File: src/rtl/sha1_msg_padder.sv
// Packs a big-endian 32-bit word stream into 512-bit SHA-1 blocks with marker, zero fill
// and 64-bit bit length. Word 0 of the block sits at block_data[511:480].
module sha1_msg_padder (
  input  logic         clk,
  input  logic         reset,
  input  logic [31:0]  in_data,
  input  logic         in_valid,
  input  logic         in_last,
  input  logic [2:0]   in_nbytes,
  output logic         in_ready,
  output logic [511:0] block_data,
  output logic         block_start,
  output logic         block_first,
  output logic         block_last,
  input  logic         block_done,
  output logic         busy
);
  typedef enum logic [1:0] {S_FILL, S_PAD, S_ISSUE, S_WAIT} state_t;

  state_t      r_state, w_next;
  logic [31:0] r_buf [16];
  logic [3:0]  r_idx;
  logic [63:0] r_len;
  logic        r_marker, r_len_ok, r_first, r_msg_done, r_busy, r_blk_first, r_blk_last;

  logic [2:0]  w_nb;
  logic [31:0] w_last_word, w_in_word, w_pad_word;
  logic [63:0] w_len_add;
  logic        w_acc, w_pad_last;

  assign w_nb       = (in_nbytes > 3'd4) ? 3'd4 : in_nbytes;
  assign w_in_word  = in_last ? w_last_word : in_data;
  assign w_len_add  = in_last ? {58'd0, w_nb, 3'd0} : 64'd32;
  assign w_acc      = in_valid && (r_state == S_FILL);
  assign w_pad_last = r_marker && r_len_ok && (r_idx == 4'd15);

  // Partial final word: keep the valid bytes, then the 0x80 marker, then zeros.
  always_comb begin
    w_last_word = in_data;
    case (w_nb)
      3'd0:    w_last_word = 32'h8000_0000;
      3'd1:    w_last_word = {in_data[31:24], 8'h80, 16'h0000};
      3'd2:    w_last_word = {in_data[31:16], 8'h80, 8'h00};
      3'd3:    w_last_word = {in_data[31:8], 8'h80};
      default: w_last_word = in_data;
    endcase
  end

  always_comb begin
    if (!r_marker)                        w_pad_word = 32'h8000_0000;
    else if (r_len_ok && r_idx == 4'd14)  w_pad_word = r_len[63:32];
    else if (r_len_ok && r_idx == 4'd15)  w_pad_word = r_len[31:0];
    else                                  w_pad_word = '0;
  end

  always_ff @(posedge clk or posedge reset) begin
    if (reset) r_state <= S_FILL;
    else       r_state <= w_next;
  end

  always_comb begin
    w_next = r_state;
    case (r_state)
      S_FILL:  if (w_acc) begin
                 if (r_idx == 4'd15) w_next = S_ISSUE;
                 else if (in_last)   w_next = S_PAD;
               end
      S_PAD:   if (r_idx == 4'd15) w_next = S_ISSUE;
      S_ISSUE: w_next = S_WAIT;
      S_WAIT:  if (block_done) begin
                 if (r_blk_last)      w_next = S_FILL;
                 else if (r_msg_done) w_next = S_PAD;
                 else                 w_next = S_FILL;
               end
      default: w_next = S_FILL;
    endcase
  end

  always_comb begin
    in_ready    = (r_state == S_FILL) && !reset;
    block_start = (r_state == S_ISSUE);
    block_first = r_blk_first;
    block_last  = r_blk_last;
    busy        = r_busy;
    block_data  = '0;
    for (int i = 0; i < 16; i++) block_data[511-32*i -: 32] = r_buf[i];
  end

  always_ff @(posedge clk or posedge reset) begin
    if (reset) begin
      for (int i = 0; i < 16; i++) r_buf[i] <= '0;
      r_idx       <= '0;
      r_len       <= '0;
      r_marker    <= 1'b0;
      r_len_ok    <= 1'b0;
      r_first     <= 1'b1;
      r_msg_done  <= 1'b0;
      r_busy      <= 1'b0;
      r_blk_first <= 1'b0;
      r_blk_last  <= 1'b0;
    end else begin
      case (r_state)
        S_FILL: if (w_acc) begin
          r_buf[r_idx] <= w_in_word;
          r_len        <= r_len + w_len_add;
          r_busy       <= 1'b1;
          r_idx        <= r_idx + 4'd1;
          if (in_last) begin
            r_msg_done <= 1'b1;
            r_marker   <= (w_nb != 3'd4);
            if (w_nb != 3'd4) r_len_ok <= (r_idx <= 4'd13);
          end
          if (r_idx == 4'd15) begin
            r_blk_first <= r_first;
            r_blk_last  <= 1'b0;
          end
        end
        S_PAD: begin
          r_buf[r_idx] <= w_pad_word;
          r_idx        <= r_idx + 4'd1;
          if (!r_marker) begin
            r_marker <= 1'b1;
            r_len_ok <= (r_idx <= 4'd13);
          end
          if (r_idx == 4'd15) begin
            r_blk_first <= r_first;
            r_blk_last  <= w_pad_last;
          end
        end
        S_WAIT: if (block_done) begin
          r_idx   <= '0;
          r_first <= 1'b0;
          if (r_blk_last) begin
            r_first    <= 1'b1;
            r_len      <= '0;
            r_busy     <= 1'b0;
            r_msg_done <= 1'b0;
            r_marker   <= 1'b0;
            r_len_ok   <= 1'b0;
          end else if (r_msg_done) begin
            // Overflow block: the length always fits in the fresh one.
            r_len_ok <= 1'b1;
          end
        end
        default: ;
      endcase
    end
  end
endmodule

File: config.mk
export PLATFORM = sky130hd
export DESIGN_NAME = sha1_msg_padder
export DESIGN_NICKNAME = d
export VERILOG_FILES = /design/src/rtl/sha1_msg_padder.sv
export SDC_FILE = /design/constraint.sdc
export NUM_CORES = 1
export LEC_CHECK = 0
export ABC_AREA = 1
export CORE_ASPECT_RATIO = 0.9
export CORE_MARGIN = 1
export CORE_UTILIZATION = 40
export CTS_CLUSTER_DIAMETER = 30
export CTS_CLUSTER_SIZE = 8
export DETAILED_ROUTE_END_ITERATION = 7
export HOLD_SLACK_MARGIN = 0.1
export PLACE_DENSITY = 0.66
export SLEW_MARGIN = 5
export SYNTH_ARGS = -nofsm -noshare
export SYNTH_HDL_FRONTEND = slang
export SYNTH_SLANG_ARGS = --single-unit
File: constraint.sdc
create_clock -name clk -period 22.1 [get_ports clk]
set_clock_uncertainty 0.05 [all_clocks]
set_input_delay 4.42 -clock clk [delete_from_list [all_inputs] [get_ports clk]]
set_output_delay 4.42 -clock clk [all_outputs]
set_load 0.02 [all_outputs]
==> results of run 1 <==
## per-layer routing
metal / global-route usage / up-vias / share of wire
met1: 0.438 / 11700 / 0.42
met5: 0 / - / 0
met3: 0.0772 / 228 / 0.086
met2: 0.512 / 1189 / 0.45
li1: - / 11000 / -
met4: 0.152 / 0 / 0.043
## registers in the layout (all words and copies together) (netlist names)
name / count
block_first: 1
r_len: 61
block_last: 1
busy: 1
r_idx: 4
r_len_ok: 1
r_marker: 1
r_msg_done: 1
block_data: 512
r_state: 2
r_first: 1
## per-stage QoR
stage	hold slack (ns)	setup slack, ns
final	0.423	11.95
after global routing	0.437	11.91
after CTS	0.427	11.94
after detailed placement	0.414	11.95
after global placement	0.406	11.94
after floorplan	0.417	1.23
## power by group
part,total [µW],internal [µW],leakage [µW],switching (µW)
clock,2090,1430,0.00232,669
combinational,2270,848,0.00810,1420
sequential,1710,1460,0.00775,257
total,6080,3730,0.0182,2350
## area by class of cell
cell class                      instances  share of cell area
Sequential cell                       586               0.401
Multi-Input combinational cell       2290               0.264
Timing Repair Buffer                  602               0.162
Clock buffer                          172               0.103
Tap cell                              845              0.0289
Clock inverter                         74              0.0280
Inverter                              125              0.0131
## synth_stat cells, types with 2 or more instances
cell	number
nand2_1	1745
dfrtp_1	585
nor2_1	168
inv_1	112
nand3_1	108
clkbuf_1	73
o21ai_0	59
o21ai_1	50
buf_2	46
a21oi_1	32
nand4_1	19
buf_4	17
o21ai_2	17
xor2_1	15
ha_1	12
buf_6	11
inv_2	11
o21ai_4	11
a21oi_2	10
nand2_2	10
buf_1	7
o21bai_1	4
o22ai_1	4
a31oi_2	3
and2_1	3
nor3_1	3
o211ai_1	3
a31oi_1	2
o21a_1	2
o31ai_4	2
## worst max path at each step
stage | startpoint | end | cells past startpoint
2_1_floorplan | reset | block_data[0] | 1
3_3_place_gp | reset | in_ready | 3
3_5_place_dp | reset | in_ready | 3
4_1_cts | reset | in_ready | 3
5_1_grt | reset | in_ready | 3
6_report | reset | in_ready | 3
## cell families (layout without fill, tap and decap cells)
| family | after synthesis | count (layout) | synth area share |
|---|---|---|---|
| AOI/OAI and AO/OA | 201 | 201 | 0.0519 |
| xor gates and xnor gates | 16 | 16 | 0.00549 |
| adders and majority gates | 13 | 13 | 0.00666 |
| buffers and inverters | 280 | 973 | 0.0493 |
| DFF | 586 | 586 | 0.574 |
| and+or+nand+nor | 2060 | 2060 | 0.312 |
## critical path: stages
cell	delay, ns
clkdlybuf4s50_1	0.51
nor2_1	0.15
clkdlybuf4s50_1	0.61
==> qor.yml, run 1 <==
tightest_slew_ns: 1.21
fp.dieW_um: 268
grt_setup_unrepaired: "false"
yosys_warnings: 0
syn_area_per_cell_um2: 8.09
maxCapViolations: 0
reg2reg_setup_slack_ns: 18.61
die_h_um: 242
utilization: 0.581
die_area_mm2: 0.0649
ir_worst_vdd_uv: 89.9
layout-drive-gt1-share: 0.0922
io_buffers: 556
report.final.slew_viol_count: 0
antenna_found_initial: 2
syn_inst: 3156
cp-start-kind: "input port"
clk_pin_slew_ns: 0.04
final_cell_mix: "nand2_1 (1743), dfrtp_1 (585), clkdlybuf4s50_1 (556)"
ctsHoldBuffers: 0
worstReg2RegEnd: "block_data[39]"
grt_start_max_net_pins: 126
instances_no_fill: 4694
min_path_cells: 2
seq_area_mm2: 0.0147
critical_path_arrival_ns: 5.68
fin_nets: 3796
min_period_ns: 10.15
syn-cell-area_mm2: 0.0255
synth_fp_nets: 3209
slew_headroom: 0.195
insertion_delay_ns: 0.70
initial_core_util: 0.406
timing.rr.start: "r_idx[0]"
grt_pass1_wl_um: 157000
cts_tree: "done"
cp-end-kind: "output port"
yosysUniqueCellTypes: 42
cp_max_fo: 2
num_io_pins: 557
grt_use_total: 0.331
dp_cells: 4448
drtAntennaViolNets: 0
cts_sinks: 586
min_from: "block_data[34]"
gp_congestion: 0.965
cts_buffer_depth: 3
required_ns: 17.63
hold_end: "block_data[34]"
diodes: 0
status: "complete, no violations"
clockRootBuffer: "clkbuf_16"
synthFlopType: "dfrtp_1"
fmax_mhz: 98.5
area_growth_pct: 43.3
num_rows: 87
setup-violations-final: 0
numCtsBuffers: 138
viasPerCell: 5.14
core-area_mm2: 0.0629
synth.largest_area_cell: "dfrtp_1"
postPlaceCellArea_mm2: 0.0318
async_flop_share: 1.00
drc_errors: 0
post_cts_resized: 0
setup_tns_ns: 0
powerDensity_mw_per_mm2: 166
netlist.area_leader.share: 0.573
r2r_cells: 8
yosysSeqAreaShare: 0.574
synth_edf_count: 0
dp.final_hpwl_um: 70900
ys_ff_latch: 586
hp-class: "flop to flop"
fin_area_mm2: 0.0366
firstDrtPassIters: 6
vias: 24100
path_class: "input port to output port"
layout_commonest_cell: "nand2_1"
grt_pass1_vias: 23400
p_leak_uw: 0.0182
drt_iter0_markers: 2384
multi_input_area_mm2: 0.00966
globalRoute.totalOverflow: 0
wire_per_inst_um: 22.9
post-route-period-util: 0.459
cts_setup_buffers: 0
drt-total-wl_um: 107000
ys_top_cells_by_area: "dfrtp_1 (57%), nand2_1 (26%), nor2_1 (2.5%)"
fillCellCount: 5564
htreeDepth: 4
p_total_uw: 6080
hold_viol: 0
(Power assumes the default switching activity.)
==> run 2, diff against run 1 <==
clock period = 8.85 ns   (was 22.1 ns; I/O delays follow)
==> qor.yml, run 2 (synthesis gave the netlist of run 1 again) <==
cp.depth: 3  # unchanged
grt_pass1_wl_um: 159000  # was 157000 µm
ctsHoldBuffers: 0  # unchanged
path_class: "input port to output port"  # unchanged
critPathBufInv: 2  # unchanged
required_ns: 7.03  # was 17.63 ns
die_h_um: 242  # unchanged
hold-worst-slack_ns: 0.424  # was 0.423 ns
num_rows: 87  # unchanged
antenna_found_initial: 3  # was 2
fin_nets: 3786  # was 3796
firstDrtPassIters: 7  # was 6
num_io_pins: 557  # unchanged
grt_use_total: 0.333  # was 0.331
critical_path_arrival_ns: 2.97  # was 5.68 ns
clockRootBuffer: "clkbuf_16"  # unchanged
utilization: 0.578  # was 0.581
max_stage_delay_ns: 0.61  # about the same
drt-total-wl_um: 107000  # about the same
layout_commonest_cell: "nand2_1"  # unchanged
p_sw_frac: 0.392  # was 0.386
timing.rr.start: "r_state[0]"  # was r_idx[0]
report.final.slew_viol_count: 0  # unchanged
io_buffers: 556  # unchanged
status: "complete, no violations"  # unchanged
diodes: 0  # unchanged
intPower_uw: 9060  # was 3730 µW
cts_sinks: 586  # unchanged
drc_errors: 0  # unchanged
post-route-period-util: 0.541
post_cts_resized: 0  # unchanged
seq_power_share: 0.287  # was 0.282
cp-start-kind: "input port"  # unchanged
htreeDepth: 4  # unchanged
insertion_delay_ns: 0.70  # about the same
drtAntennaViolNets: 0  # unchanged
grt_pass1_vias: 23600  # was 23400
hp-class: "flop to flop"  # unchanged
clk_pin_slew_ns: 0.04  # about the same
p_comb_frac: 0.382  # was 0.373
clockPowerShare: 0.331  # was 0.345
globalRoute.totalOverflow: 0  # unchanged
cts_setup_buffers: 0  # unchanged
ir_worst_vdd_uv: 200  # was 89.9 µV
p_total_uw: 14900  # was 6080 µW
reg2reg_setup_slack_ns: 5.20  # was 18.61 ns
cts_buffer_depth: 3  # unchanged
hold_viol: 0  # unchanged
fmax_mhz: 209
crit_start: "reset"  # unchanged
layout-drive-gt1-share: 0.0898  # was 0.0922
multi_input_area_mm2: 0.00968  # was 0.00966 mm²
cpMostUsedCell: "clkdlybuf4s50_1"  # unchanged
wire_per_inst_um: 22.9  # about the same
fp.dieW_um: 268  # unchanged
largest_reg_flops: 512  # unchanged
seq_area_mm2: 0.0147  # unchanged
r2r_cells: 8  # unchanged
crit_end: "in_ready"  # unchanged
cp_max_fo: 2  # unchanged
grt_setup_unrepaired: "false"  # unchanged
area_growth_pct: 42.3  # was 43.3%
grt_start_max_net_pins: 157  # was 126
cts_tree: "done"  # unchanged
fin_ws_ns: 4.06  # was 11.95 ns
core-area_mm2: 0.0629  # unchanged
final_cell_mix: "nand2_1 (1743), dfrtp_1 (585), clkdlybuf4s50_1 (556)"  # unchanged
maxCapViolations: 0  # unchanged
critPathSlowestCell: "clkdlybuf4s50_1"  # unchanged
tightest_slew_ns: 1.23  # was 1.21 ns
fillCellCount: 5580  # was 5564
initial_core_util: 0.406  # unchanged
slew_headroom: 0.180  # was 0.195
die_area_mm2: 0.0649  # unchanged
viasPerCell: 5.15  # was 5.14
dp.final_hpwl_um: 71400  # was 70900 µm
drt_iter0_markers: 2778  # was 2384
path_cells: "clkdlybuf4s50_1 -> nor2_1 -> clkdlybuf4s50_1"  # unchanged
powerDensity_mw_per_mm2: 410  # was 166 mW/mm²
p_switching_uw: 5850  # was 2350 µW
worstReg2RegEnd: "block_data[295]"  # was block_data[39]
vias: 24100  # unchanged
cp-end-kind: "output port"  # unchanged
setup-violations-final: 0  # unchanged
numCtsBuffers: 133  # was 138
gp_congestion: 0.966  # was 0.965
cp_top_family: "buffers and inverters"  # unchanged
p_leak_uw: 0.0181  # was 0.0182 µW
min_period_ns: 4.79
dp_slack_ns: 3.94  # was 11.95 ns
## run 2: cell types whose count changed in the layout (fill, tap and decap cells not counted), sizes merged
| cell | delta |
|---|---|
| buf | -5 |
| bufinv | -8 |
| clkbuf | +7 |
| clkinvlp | -3 |
| inv | +1 |
## run 2: worst min-delay path by stage
stage	start	end	slack (ns)	depth (start not counted)
CTS	block_data[115]	block_data[115]	0.43	2
finish	block_data[294]	block_data[294]	0.42	2
global placement	block_first	block_first	0.41	2
detailed placement	block_data[22]	block_data[22]	0.41	2
floorplan	r_first	r_first	0.42	2
global route	block_data[124]	block_data[124]	0.43	2
## run 2: per-layer routing
metal  wire length [µm]  up-vias  track usage
li1                   -    11000            -
met1              43700    11800        0.427
met2              49400     1118        0.524
met3               9290      231       0.0876
met4               4710        0        0.157
met5                  0        -            0
## run 2: metrics by stage
stage | setup TNS, ns | cell area [µm²] | instances
final | 0 | 36300 | 4686
after global routing | 0 | 36300 | 4686
after CTS | 0 | 36300 | 4686
after detailed placement | 0 | 31800 | 4443
after global placement | 0 | 31800 | 4443
after floorplan | -559.60 | 25500 | 3156
## run 2: final cells by class
| type | count | share of cell area |
|---|---|---|
| Multi-Input combinational cell | 2290 | 0.266 |
| Sequential cell | 586 | 0.403 |
| Clock buffer | 179 | 0.104 |
| Timing Repair Buffer | 597 | 0.163 |
| Inverter | 125 | 0.0131 |
| Clock inverter | 64 | 0.0209 |
| Tap cell | 845 | 0.0291 |
## run 2: tightest hold or removal path, cell delays in order (launching register included)
cell	delay [ns]
dfrtp_1	0.33
nand2_1	0.05
nand2_1	0.05
## run 2: power by group through the flow
stage / Sequential (µW) / Clock [µW] / Combinational (µW)
2_1_floorplan: 5240 / 0 / 1740
3_3_place_gp: 4270 / 0 / 5610
3_5_place_dp: 4260 / 0 / 5670
4_1_cts: 4260 / 4970 / 5700
5_1_grt: 4370 / 5130 / 6040
6_report: 4280 / 4930 / 5700
